File: src/rtl/regfile_scoreboard_if.sv
// Decode-stage register file bus: read ports, issue reservation, writeback and flush.
interface regfile_scoreboard_if #(
  parameter int unsigned XLEN     = 32,
  parameter int unsigned NUM_REGS = 32,
  parameter int unsigned NUM_RD   = 2
);
  localparam int unsigned AW = $clog2(NUM_REGS);
  localparam int unsigned CW = $clog2(NUM_REGS + 1);

  logic [NUM_RD*AW-1:0]   rd_addr;
  logic [NUM_RD*XLEN-1:0] rd_data;
  logic [NUM_RD-1:0]      rd_busy;
  logic                   issue_valid;
  logic [AW-1:0]          issue_rd;
  logic                   issue_ready;
  logic                   wb_valid;
  logic [AW-1:0]          wb_addr;
  logic [XLEN-1:0]        wb_data;
  logic                   flush;
  logic [CW-1:0]          busy_count;

  modport master (
    output rd_addr, issue_valid, issue_rd, wb_valid, wb_addr, wb_data, flush,
    input  rd_data, rd_busy, issue_ready, busy_count
  );

  modport slave (
    input  rd_addr, issue_valid, issue_rd, wb_valid, wb_addr, wb_data, flush,
    output rd_data, rd_busy, issue_ready, busy_count
  );
endinterface

File: src/rtl/regfile_scoreboard.sv
// Register file with combinational read ports, writeback bypass and a per-register
// busy scoreboard used by decode for RAW/WAW hazard detection.
module regfile_scoreboard #(
  parameter int unsigned XLEN      = 32,
  parameter int unsigned NUM_REGS  = 32,
  parameter int unsigned NUM_RD    = 2,
  parameter int unsigned WB_BYPASS = 1
) (
  input  logic              clk,
  input  logic              reset,
  regfile_scoreboard_if.slave bus
);
  localparam int unsigned AW = $clog2(NUM_REGS);
  localparam int unsigned CW = $clog2(NUM_REGS + 1);

  logic [XLEN-1:0]     rf [NUM_REGS];
  logic [NUM_REGS-1:0] busy;
  logic [NUM_REGS-1:0] busy_next;
  logic [CW-1:0]       count_next;
  logic                wb_hit;
  logic                issue_fire;

  // x0 is never written, so rf[0] stays at its reset value of zero
  assign wb_hit = !reset && bus.wb_valid && (bus.wb_addr != '0);

  assign bus.issue_ready = !reset &&
                           !(busy[bus.issue_rd] && !(bus.wb_valid && (bus.wb_addr == bus.issue_rd)));

  assign issue_fire = bus.issue_valid && bus.issue_ready && (bus.issue_rd != '0);

  // Read ports with optional same-cycle writeback forwarding
  for (genvar k = 0; k < NUM_RD; k++) begin : g_rd
    logic [AW-1:0] ra;
    logic          byp;
    assign ra  = bus.rd_addr[k*AW +: AW];
    assign byp = (WB_BYPASS != 0) && wb_hit && (bus.wb_addr == ra);
    assign bus.rd_data[k*XLEN +: XLEN] = byp ? bus.wb_data : rf[ra];
    assign bus.rd_busy[k]              = byp ? 1'b0 : busy[ra];
  end

  // Next scoreboard: retire, then reserve (set wins), then flush (clears all)
  always_comb begin
    busy_next = busy;
    if (wb_hit)     busy_next[bus.wb_addr]  = 1'b0;
    if (issue_fire) busy_next[bus.issue_rd] = 1'b1;
    if (bus.flush)  busy_next               = '0;
    busy_next[0] = 1'b0;
  end

  always_comb begin
    count_next = '0;
    for (int i = 1; i < NUM_REGS; i++) count_next = count_next + CW'(busy_next[i]);
  end

  always_ff @(posedge clk) begin
    if (reset) begin
      busy           <= '0;
      bus.busy_count <= '0;
    end else begin
      busy           <= busy_next;
      bus.busy_count <= count_next;
    end
  end

  always_ff @(posedge clk) begin
    if (reset) begin
      for (int i = 0; i < NUM_REGS; i++) rf[i] <= '0;
    end else if (wb_hit) begin
      rf[bus.wb_addr] <= bus.wb_data;
    end
  end

  // A stalled issue request must keep its destination until accepted or flushed
  property p_issue_hold;
    @(posedge clk) disable iff (reset)
      (bus.issue_valid && !bus.issue_ready && !bus.flush) |=>
        (bus.issue_valid && (bus.issue_rd == $past(bus.issue_rd)));
  endproperty
  a_issue_hold: assert property (p_issue_hold);

endmodule
File: src/flat_wrapper.sv
// flat-port wrapper written by rule: the top's interface ports become plain ports
module regfile_scoreboard_flat 
#(
  parameter int unsigned XLEN      = 32,
  parameter int unsigned NUM_REGS  = 32,
  parameter int unsigned NUM_RD    = 2,
  parameter int unsigned WB_BYPASS = 1
)
  (clk, reset, bus_rd_addr, bus_issue_valid, bus_issue_rd, bus_wb_valid, bus_wb_addr, bus_wb_data, bus_flush, bus_rd_data, bus_rd_busy, bus_issue_ready, bus_busy_count);
  regfile_scoreboard_if #(.XLEN(XLEN), .NUM_REGS(NUM_REGS), .NUM_RD(NUM_RD)) bus_i ();
  input  logic clk;
  input  logic reset;
  input wire logic [$bits(bus_i.rd_addr)-1:0] bus_rd_addr;
  input wire logic [$bits(bus_i.issue_valid)-1:0] bus_issue_valid;
  input wire logic [$bits(bus_i.issue_rd)-1:0] bus_issue_rd;
  input wire logic [$bits(bus_i.wb_valid)-1:0] bus_wb_valid;
  input wire logic [$bits(bus_i.wb_addr)-1:0] bus_wb_addr;
  input wire logic [$bits(bus_i.wb_data)-1:0] bus_wb_data;
  input wire logic [$bits(bus_i.flush)-1:0] bus_flush;
  output wire logic [$bits(bus_i.rd_data)-1:0] bus_rd_data;
  output wire logic [$bits(bus_i.rd_busy)-1:0] bus_rd_busy;
  output wire logic [$bits(bus_i.issue_ready)-1:0] bus_issue_ready;
  output wire logic [$bits(bus_i.busy_count)-1:0] bus_busy_count;
  assign bus_i.rd_addr = bus_rd_addr;
  assign bus_i.issue_valid = bus_issue_valid;
  assign bus_i.issue_rd = bus_issue_rd;
  assign bus_i.wb_valid = bus_wb_valid;
  assign bus_i.wb_addr = bus_wb_addr;
  assign bus_i.wb_data = bus_wb_data;
  assign bus_i.flush = bus_flush;
  assign bus_rd_data = bus_i.rd_data;
  assign bus_rd_busy = bus_i.rd_busy;
  assign bus_issue_ready = bus_i.issue_ready;
  assign bus_busy_count = bus_i.busy_count;
  regfile_scoreboard #(.XLEN(XLEN), .NUM_REGS(NUM_REGS), .NUM_RD(NUM_RD), .WB_BYPASS(WB_BYPASS)) u_core (.clk(clk), .reset(reset), .bus(bus_i));
endmodule
File: config.mk
export PLATFORM = sky130hd
export DESIGN_NAME = regfile_scoreboard_flat
export DESIGN_NICKNAME = d
export VERILOG_FILES = /design/src/rtl/regfile_scoreboard_if.sv /design/src/rtl/regfile_scoreboard.sv /design/src/flat_wrapper.sv
export SDC_FILE = /design/constraint.sdc
export NUM_CORES = 2
export LEC_CHECK = 0
export ABC_AREA = 1
export CAP_MARGIN = 20
export CORE_MARGIN = 5
export CORE_UTILIZATION = 30
export DETAILED_ROUTE_END_ITERATION = 12
export PLACE_DENSITY = 0.51
export SETUP_SLACK_MARGIN = 0.02
export SLEW_MARGIN = 20
export SYNTH_ARGS = -nofsm -noshare
export SYNTH_HDL_FRONTEND = slang
export SYNTH_SLANG_ARGS = --single-unit
export TNS_END_PERCENT = 20
File: constraint.sdc
create_clock -name clk -period 8.2 [get_ports clk]
set_input_delay 1.64 -clock clk [delete_from_list [all_inputs] [get_ports clk]]
set_output_delay 1.64 -clock clk [all_outputs]
set_load 0.1 [all_outputs]
==> flow_summary_export.csv <==
group,metric,value,unit
run_status,status,"complete, no violations",
worst_hold_path,min_from,"u_core.busy[24]",
routing,routedWlPerCell,29.9,um
final_layout,final_layout_size_suffix_gt1_frac,0.0893,
clock_network,cts.root.buffer_cell,"clkbuf_16",
logic_synthesis,synth_area_per_cell,8.45,um2
final_layout,layout_commonest_cell,"nor2_1",
logic_synthesis,syn-cell-area,58100,um2
logic_synthesis,syn_inst,6874,
critical_path,startpoint_of_the_worst_register_to_register_path,"u_core.busy[17]",
floorplan,rows,161,
final_layout,highest_count_cells_in_the_layout_ignoring_fill_and_taps,"2,303 x nor2_1, 1,350 x o21ai_0, 1,024 x edfxtp_1",
logic_synthesis,post-synth-top-area-fraction,0.529,
routing,routed-via-count,56400,
grt,grt_pass1_wl,391000,um
sta,finClkSkew,0.00658,ns
floorplan,floorplan.initialDensity,0.302,
clock_network,post-cts-setup-buffer-count,0,
sta,rsz0062_at_grt,"false",
clock_network,clk_latency,0.76,ns
logic_synthesis,count_of_flip_flops_with_a_built_in_enable_after_synthesis,1024,
logic_synthesis,ys_seq_elements,1061,
clock_network,clock_tree.buffer_depth,3,
logic_synthesis,synthesis.yosys.warnings,0,
clock_network,cts-resized-gates,0,
place,port-buffer-count,129,
floorplan,die-area,202000,um2
worst_hold_path,min-delay-path-class,"flip-flop to flip-flop",
sta,final_max_slew_viol_count,0,
final_layout,final_core_util,0.346,
sta,period_share,0.906,
sta,timing.slew.headroom,0.210,
power,ir_worst_vdd,0.000181,V
grt,grt.total_usage,0.263,
place,place_inst,9123,
critical_path,critical_setup_path_kind,"input port to flip-flop",
logic_synthesis,synthDominantAreaCellType,"edfxtp_1",
clock_network,ctsHtreeMaxLevel,3,
routing,first_iter_violations,8626,
sta,post-route-min-period,7.43,ns
power,pwr_density_cell,213,nW/um2
logic_synthesis,synthTopCellsByArea,"edfxtp_1 53%, nor2_1 15%, o21ai_0 12%",
sta,final.hold.worst_slack,0.726,ns
clock_network,cts_inserted_buffers,117,
place,routabilityCongestion,0.906,
sta,worst_slew_pin_slew,1.18,ns
grt,met3_track_usage_gr,0.0527,
critical_path,worst_path_most_repeated_cell,"fa_1",
grt,number_of_global_route_vias_before_repair,53600,
logic_synthesis,ys.flop_type,"edfxtp_1",
floorplan,chipWidth,450,um
power,leakage,23.7,nW
critical_path,timing.critical_path.arrival,8.08,ns
grt,met2_usage,0.404,
clock_network,clkSinkCount,1061,
critical_path,crit_start,"bus_issue_rd[0]",
critical_path,critPathMaxStageDelay,0.56,ns
grt,global_routing_met1_resource_utilization,0.342,
floorplan,core_area,193000,um2
critical_path,cp_max_fo,16,
sta,timing.final.setup_violations,0,
clock_network,postCtsHoldBufs,0,
critical_path,worst_ep_required_time,8.85,ns
critical_path,critPathCaptureType,"flip-flop",
logic_synthesis,synthDistinctLibCells,41,
critical_path,cpLargestDelayFamily,"adder cells",
clock_network,tritoncts,"built",
grt,pin_count_of_the_biggest_net_entering_global_routing,168,
logic_synthesis,yosysSeqAreaShare,0.542,
routing,first_pass_iters,8,
routing,post_drt_via_cell_ratio,6.04,
routing,antenna_left,0,
grt,global_route.peak_usage_layer,"met2",
sta,achievable-frequency,135,MHz
sta,report.final.hold_viol_count,0,
critical_path,critical_path.startpoint_type,"input port",
final_layout,layout.cells.non_filler,9340,
clock_network,clock_pin_slew_of_the_registers_on_the_worst_case_setup_and_hold_paths,0.06,ns
final_layout,design.final.nets,6806,
sta,timing.setup.tns,0,ns
critical_path,critPathBufInv,8,
critical_path,slowest_stage,"clkdlybuf4s50_1",
job,cap_violations,0,
floorplan,dieHeight,450,um
routing,routed_wl,279000,um
grt,overflow_after_grt,0,
place,hpwlAfterDp,154000,um
grt,grt_antenna_before_repair,3,
routing,detail_route.drc_violations,0,
logic_synthesis,async_reset_ff_frac,0,
floorplan,top_level_ports,130,
final_layout,synth_to_layout_area_growth,14.6,%
[stage by stage]
step                      instance area, um2  power, W  setup slack [ns]
after global routing                   66600    0.0146             0.378
final                                  66600    0.0142             0.771
after detailed placement               62900   0.00910            0.0311
after global placement                 62800   0.00908           0.00695
after CTS                              66500    0.0142             0.808
after floorplan                        58200   0.00801             0.853
[area by class of cell]
cell class                      count  area (um2)
Sequential cell                  1061       31500
Antenna cell                        2        5.00
Multi-Input combinational cell   5027       23600
Inverter                          133         549
Clock inverter                     67         492
Timing Repair Buffer              377        4140
Clock buffer                      147        3120
Fill cell                       19600      126000
Tap cell                         2526        3160
[path summary, 6_finish.rpt]
kind         slack [ns]  cells after the start                       end
max                0.77                     30  u_core.bus.busy_count[4]
min                0.73                      4           u_core.busy[24]
max reg2reg        1.87                     29  u_core.bus.busy_count[4]
min reg2reg        0.73                      4           u_core.busy[24]
[power breakdown]
part           switching [W]  internal [W]
sequential          0.000161       0.00624
clock                0.00230       0.00286
combinational        0.00191      0.000731
total                0.00437       0.00983
[layer usage]
metal  part of all wire  routed length [um]  up-vias
li1                   -                   -    23700
met1               0.38              106000    27600
met2               0.44              122000     4267
met3               0.12               32300      868
met4              0.067               18700        0
met5                  0                   0        -
[worst min-delay path, cell delays in order (launching register included)]
cell     delay (ns)
dfxtp_1        0.37
nand2_1        0.09
nand2_1        0.05
nand3_1        0.12
nor2_1         0.05
[kinds of logic (layout without fill, tap and decap cells)]
family | after synthesis | after routing | synth area share
AO/OA/AOI/OAI | 2109 | 2109 | 0.200
XOR/XNOR | 6 | 6 | 0.000905
adder cells (fa/ha/maj) | 32 | 32 | 0.00987
buffers and inverters | 817 | 724 | 0.0564
flip-flops | 1061 | 1061 | 0.542
other | 1 | 34 | 0.0000646
AND/OR/NAND/NOR | 2848 | 2848 | 0.191
[Yosys cell counts, types with 15 or more instances]
library cell,n
o21ai_1,59
nor3_1,16
o221ai_1,29
inv_1,121
a22oi_1,26
o211ai_1,87
o21ai_0,1355
or2_2,15
o22ai_1,504
clkbuf_1,546
edfxtp_1,1024
dfxtp_1,37
a21oi_1,43
nand3_1,90
nand2_1,359
buf_2,109
nand4_1,33
nor2_1,2303
fa_1,23
[state kept, by name (all words and copies together), names as in the netlist]
register	cells
u_core.rf	1024
u_core.busy	31
u_core.bus.busy_count	6
No activity file was read; power rests on OpenSTA's default activity.
